[src/rtl/chord_sequencer.sv]
// Song ROM walker for the chords synthesizer: fetches entries, stacks note-only
// entries as chord tones and holds time for note+wait and rest entries.
module chord_sequencer #(
    parameter int ADDR_WIDTH = 7,
    parameter int SONG_BITS  = 2
) (
    input  logic                  clk,
    input  logic                  reset,
    input  logic                  play,
    input  logic [SONG_BITS-1:0]  song,
    input  logic                  beat,
    input  logic [15:0]           rom_data,
    output logic [ADDR_WIDTH-1:0] rom_addr,
    output logic [5:0]            note,
    output logic [5:0]            duration,
    output logic                  new_note,
    output logic                  song_done
);

    localparam int IW = ADDR_WIDTH - SONG_BITS;

    typedef enum logic [2:0] {
        IDLE,
        FETCH,
        ROMWAIT,
        DECODE,
        ISSUE,
        GAP,
        WAIT_BEATS,
        DONE
    } state_t;

    state_t                state_q, state_d;
    logic [SONG_BITS-1:0]  song_q, song_d;
    logic [IW-1:0]         index_q, index_d;
    logic [5:0]            count_q, count_d;
    logic [5:0]            note_q, note_d;
    logic [5:0]            dur_q, dur_d;
    logic                  wait_q, wait_d;
    logic                  done_q, done_d;
    logic                  play_q;
    logic [ADDR_WIDTH-1:0] rom_addr_q, rom_addr_d;
    logic [1:0]            entry_type;
    logic                  song_change;
    logic                  unused_rom_bits;

    assign entry_type      = rom_data[15:14];
    assign unused_rom_bits = ^rom_data[13:12];

    // Every advance goes through WAIT_BEATS; a note-only entry is simply a zero-beat wait.
    always_comb begin
        state_d     = state_q;
        song_d      = song_q;
        index_d     = index_q;
        count_d     = count_q;
        note_d      = note_q;
        dur_d       = dur_q;
        wait_d      = wait_q;
        done_d      = done_q;
        rom_addr_d  = rom_addr_q;
        song_change = (state_q != IDLE) && play && (song != song_q);

        case (state_q)
            IDLE: begin
                if (play) begin
                    song_d  = song;
                    index_d = '0;
                    state_d = FETCH;
                end
            end
            FETCH: begin
                if (play) state_d = ROMWAIT;
            end
            ROMWAIT: begin
                if (play) state_d = DECODE;
            end
            DECODE: begin
                if (play) begin
                    case (entry_type)
                        2'b00, 2'b01: begin
                            note_d  = rom_data[11:6];
                            dur_d   = rom_data[5:0];
                            wait_d  = entry_type[0];
                            state_d = ISSUE;
                        end
                        2'b10: begin
                            count_d = rom_data[5:0];
                            state_d = WAIT_BEATS;
                        end
                        default: begin
                            done_d  = 1'b1;
                            state_d = DONE;
                        end
                    endcase
                end
            end
            ISSUE: begin
                state_d = GAP;
            end
            GAP: begin
                if (play) begin
                    count_d = wait_q ? dur_q : 6'd0;
                    state_d = WAIT_BEATS;
                end
            end
            WAIT_BEATS: begin
                if (play) begin
                    if (count_q == 6'd0) begin
                        if (index_q == '1) begin
                            done_d  = 1'b1;
                            state_d = DONE;
                        end else begin
                            index_d = index_q + 1'b1;
                            state_d = FETCH;
                        end
                    end else if (beat) begin
                        count_d = count_q - 6'd1;
                    end
                end
            end
            DONE: begin
                if (play && !play_q) begin
                    index_d = '0;
                    done_d  = 1'b0;
                    state_d = FETCH;
                end
            end
            default: begin
                state_d = IDLE;
            end
        endcase

        // A new song selection wins over everything, including a decoded but unissued note.
        if (song_change) begin
            song_d  = song;
            index_d = '0;
            count_d = '0;
            done_d  = 1'b0;
            note_d  = note_q;
            dur_d   = dur_q;
            state_d = FETCH;
        end

        if (state_d == FETCH) rom_addr_d = {song_d, index_d};
    end

    always_ff @(posedge clk) begin
        if (reset) begin
            state_q    <= IDLE;
            song_q     <= '0;
            index_q    <= '0;
            count_q    <= '0;
            note_q     <= '0;
            dur_q      <= '0;
            wait_q     <= 1'b0;
            done_q     <= 1'b0;
            play_q     <= 1'b0;
            rom_addr_q <= '0;
        end else begin
            state_q    <= state_d;
            song_q     <= song_d;
            index_q    <= index_d;
            count_q    <= count_d;
            note_q     <= note_d;
            dur_q      <= dur_d;
            wait_q     <= wait_d;
            done_q     <= done_d;
            play_q     <= play;
            rom_addr_q <= rom_addr_d;
        end
    end

    assign rom_addr  = rom_addr_q;
    assign note      = note_q;
    assign duration  = dur_q;
    assign new_note  = (state_q == ISSUE);
    assign song_done = done_q;

endmodule

[config.mk]
export PLATFORM = sky130hd
export DESIGN_NAME = chord_sequencer
export DESIGN_NICKNAME = d
export VERILOG_FILES = /design/src/rtl/chord_sequencer.sv
export SDC_FILE = /design/constraint.sdc
export NUM_CORES = 1
export LEC_CHECK = 0
export CORE_ASPECT_RATIO = 1.4
export CORE_MARGIN = 2
export CORE_UTILIZATION = 47
export CTS_BUF_LIST = sky130_fd_sc_hd__clkbuf_16
export DETAILED_ROUTE_END_ITERATION = 8
export GPL_ROUTABILITY_DRIVEN = 0
export HOLD_SLACK_MARGIN = 0.08
export PLACE_DENSITY_LB_ADDON = 0.15
export SYNTH_ARGS = -nofsm -noshare
export SYNTH_HDL_FRONTEND = slang
export SYNTH_SLANG_ARGS = --single-unit
[constraint.sdc]
create_clock -name clk -period 2.4 [get_ports clk]
set_clock_uncertainty 0.2 [all_clocks]
set_input_delay 0.6 -clock clk [delete_from_list [all_inputs] [get_ports clk]]
set_output_delay 0.6 -clock clk [all_outputs]
set_load 0.05 [all_outputs]
==> impl_summary.txt <==
----------------------------------------------------
[Hold path]
  Worst hold path cell count ... 1
  Classification of the worst-slack hold path ... reg -> reg
  Worst hold start ... rom_addr[4]
  Hold worst-path end ... rom_addr[4]

[Synth]
  Sequential element share of the synthesized area ... 37.69%
  Proportion of netlist area held by the largest area contributor ... 37.69%
  Most used standard cells in the synthesized netlist ... sky130_fd_sc_hd__dfxtp_1, sky130_fd_sc_hd__nor2_1, sky130_fd_sc_hd__nand2_1, sky130_fd_sc_hd__mux2i_1, sky130_fd_sc_hd__o21ai_0
  Dominant synthesized flop cell ... sky130_fd_sc_hd__dfxtp_1
  Gate count of the mapped netlist ... 230
  Number of flops mapped to enable cells by yosys ... 0
  Synth Cell Area ... 0.002018 mm^2
  Count of distinct cell types in the synthesized netlist ... 52
  Leading cell types by total area after synthesis ... sky130_fd_sc_hd__dfxtp_1, sky130_fd_sc_hd__mux2i_1, sky130_fd_sc_hd__nor2_1
  Post-synthesis register bit count ... 38
  Net Count, Synth ... 254
  Async set or reset register ratio after synthesis ... 0%
  Top cell type by total area after synthesis ... sky130_fd_sc_hd__dfxtp_1
  Synthesized area divided by synthesized cell count ... 8.775 um^2
  Most numerous cell in the Yosys netlist ... sky130_fd_sc_hd__dfxtp_1
  Synth Warn # ... 0

[Final layout]
  Area of all sequential standard cells ... 762.0 um^2
  Layout overhead on the synthesized area ... 37.45%
  Number of fillers in the final layout ... 358
  Finished Core Util ... 66.54%
  Share of post-route cells with drive strength above 1 ... 18.21%
  Design Area, Final ... 0.002774 mm^2
  Antenna diode count ... 0
  Final #Nets ... 315
  Multi-input combinational cell area ... 0.001157 mm^2

[CTS]
  Clock latency at the later pin of the worst-skew pair ... 280 ps
  Clock tree root driver cell ... sky130_fd_sc_hd__clkbuf_16
  Clk pin slew, worst setup/hold paths ... 50 ps
  Total clock sinks ... 38
  Buffer depth of the longest clock path ... 2
  H-Tree Level Count ... 2
  Clock tree from TritonCTS ... built
  Number of buffers added to fix hold violations after cts ... 0
  Clock buffer count from CTS ... 5

[Timing]
  Worst hold slack ... 263.3 ps
  Final count of negative-setup-slack endpoints ... 0
  Number of hold-slack violations in the final timing report ... 0
  Relative slew margins ... 62.09%
  Min Clock Period, post-route ... 2285 ps
  Count of final max-slew check failures ... 0
  Crit path setup slack, layout ... 114.7 ps
  Achievable frequency ... 437.6 MHz
  RSZ-0062 raised after global routing ... no
  Actual transition at the worst max-transition pin ... 564.4 ps
  Post-route clock period utilization ... 95.22%

[Setup path]
  Worst setup path category ... in -> reg
  Type of element capturing the critical path ... flop
  Largest fanout of any net on the critical path ... 7
  Critical path data arrival time ... 2260 ps
  Setup crit start kind ... primary input
  Required time at the worst-slack endpoint ... 2370 ps
  Reg2reg start ... count_q[1]
  Reg2reg setup slack ... 190 ps
  Worst R2R End ... rom_addr[6]
  R2r worst-path depth ... 8

[Place]
  Hpwl dp ... 3554 um
  Post-Place Setup Slack ... -404.6 ps
  # port buffers ... 40
  Cell Area, Placed ... 0.002626 mm^2

[Pwr]
  Power density over the cells ... 541.2 mW/mm^2
  Leakage power summed over all cells ... 1.156 nW
  Sw power ... 0.3722 mW
  Proportion of total power due to net switching ... 24.79%
  Flop pwr share ... 44.2%
  Combinational share of power ... 14.9%
  Max VDD drop ... 0.6150 mV
  Design internal power ... 1.129 mW
  Proportion of power drawn by the clock network ... 40.9%

[Detailed routing]
  Antenna-violating nets left ... 0
  Number of remaining DRC errors ... 0
  1st-pass router iterations ... 4
  Total routed wirelength ... 4705 um
  Detail-routed net length per standard cell ... 14.00 um
  Violation count after the first detailed-route iteration ... 56
  Vias after detailed routing ... 1,864
  Via density per instance ... 5.548

[Floorplan]
  Die height ... 81.54 um
  Standard-cell row count ... 28
  Width of the die ... 59.38 um
  Total I/O pin count ... 43
  Full die area ... 0.004842 mm^2
  Area of the core ... 0.004169 mm^2
  Initial Util ... 48.41%

[Global route]
  Overflow left after global routing ... 0
  Initial antenna violation count ... 0
  Largest net degree at the start of global routing ... 17
  All-layer global routing usage ... 21.44%
  Global-route wire length before repair ... 7783 um
  Vias in the first global route ... 1,771

[Run]
  Max-cap check violation count ... 0

[Status]
  Status ... finished, final reports clean

----------------------------------------------------
-- sequential cells by signal, indices dropped and copies added, names as in the netlist --
register   count
count_q        6
duration       6
index_q        5
note           6
play_q         1
rom_addr       7
song_done      1
song_q         2
state_q        3
wait_q         1
-- layout make-up --
class                      count  area share [%]
clock inverter                 2          0.3608
timing repair buffer          69           23.05
multi-input combinational    171           41.72
tap                           45           2.030
clock buffer                   5           4.511
sequential                    38           27.47
inverter                       6          0.8570
-- through the flow --
stage,cells,TNS (ps),power (mW)
after floorplan,230,0,0.8039
after global placement,328,-5409,0.9004
after detailed placement,328,-5833,0.9022
after CTS,336,0,1.526
after global routing,336,0,1.567
final,336,0,1.501
-- power groups by stage --
stage / sequential (mW) / combinational, mW / clock [mW]
finish: 0.663 / 0.224 / 0.613
global route: 0.666 / 0.242 / 0.660
CTS: 0.663 / 0.227 / 0.636
detailed placement: 0.677 / 0.225 / 0
global placement: 0.676 / 0.224 / 0
floorplan: 0.713 / 0.0907 / 0
-- layout by cell type, fill, tap and decap left out, drive strengths merged, types with 3 or more instances in the layout --
master         instances
a21boi                 4
a21oi                 11
a22oi                  4
buf                   30
clkbuf                 5
clkdlybuf4s50         38
clkinv                 3
dfxtp                 38
inv                    5
mux2i                 17
nand2                 21
nand2b                 4
nand3                  3
nand3b                 4
nor2                  29
nor2b                  5
nor3                   9
o21ai                 15
o22a                   7
or3b                   3
xnor2                  3
-- what timing repair did --
action                     4_1_cts  5_1_grt
pin swaps                        4        0
gates resized for setup          2        2
setup endpoints to repair        8        5
setup buffers                    1        0
-- how the worst max path moves through the flow --
| stage | end | start | cells past startpoint | slack, ps |
|---|---|---|---|---|
| detailed placement | rom_addr[6] | play | 7 | -400 |
| CTS | new_note | state_q[1] | 4 | 40 |
| floorplan | new_note | state_q[2] | 3 | 150 |
| global placement | rom_addr[3] | play | 7 | -370 |
| finish | rom_addr[6] | rom_data[15] | 7 | 110 |
| global route | count_q[2] | rom_data[14] | 7 | 20 |
-- worst max-delay path: stages --
cell                              delay [ps]
sky130_fd_sc_hd__clkdlybuf4s50_1         420
sky130_fd_sc_hd__or3b_2                  460
sky130_fd_sc_hd__mux2i_1                 210
sky130_fd_sc_hd__o221ai_2                170
sky130_fd_sc_hd__clkinv_2                 90
sky130_fd_sc_hd__o22ai_4                 100
sky130_fd_sc_hd__o22a_1                  210
-- per-layer routing --
layer	GRT usage, %	vias to the layer above	share of wire [%]
li1	-	951	-
met1	23.06	861	41
met2	39.67	41	53
met3	3.937	11	3.3
met4	9.318	0	2.3
met5	0	-	0
-- logic make-up (layout without fill, tap and decap cells) --
group / Yosys count / in the layout / share of synthesized area [%]
buffers and inverters: 21 / 82 / 5.208
AOI/OAI and AO/OA: 60 / 60 / 22.88
muxes: 17 / 17 / 8.431
DFF: 38 / 38 / 37.69
adders and majority gates: 2 / 2 / 1.240
and+or+nand+nor: 88 / 88 / 22.82
xor gates and xnor gates: 4 / 4 / 1.736
Note: power is estimated with default switching activity, not from simulation.
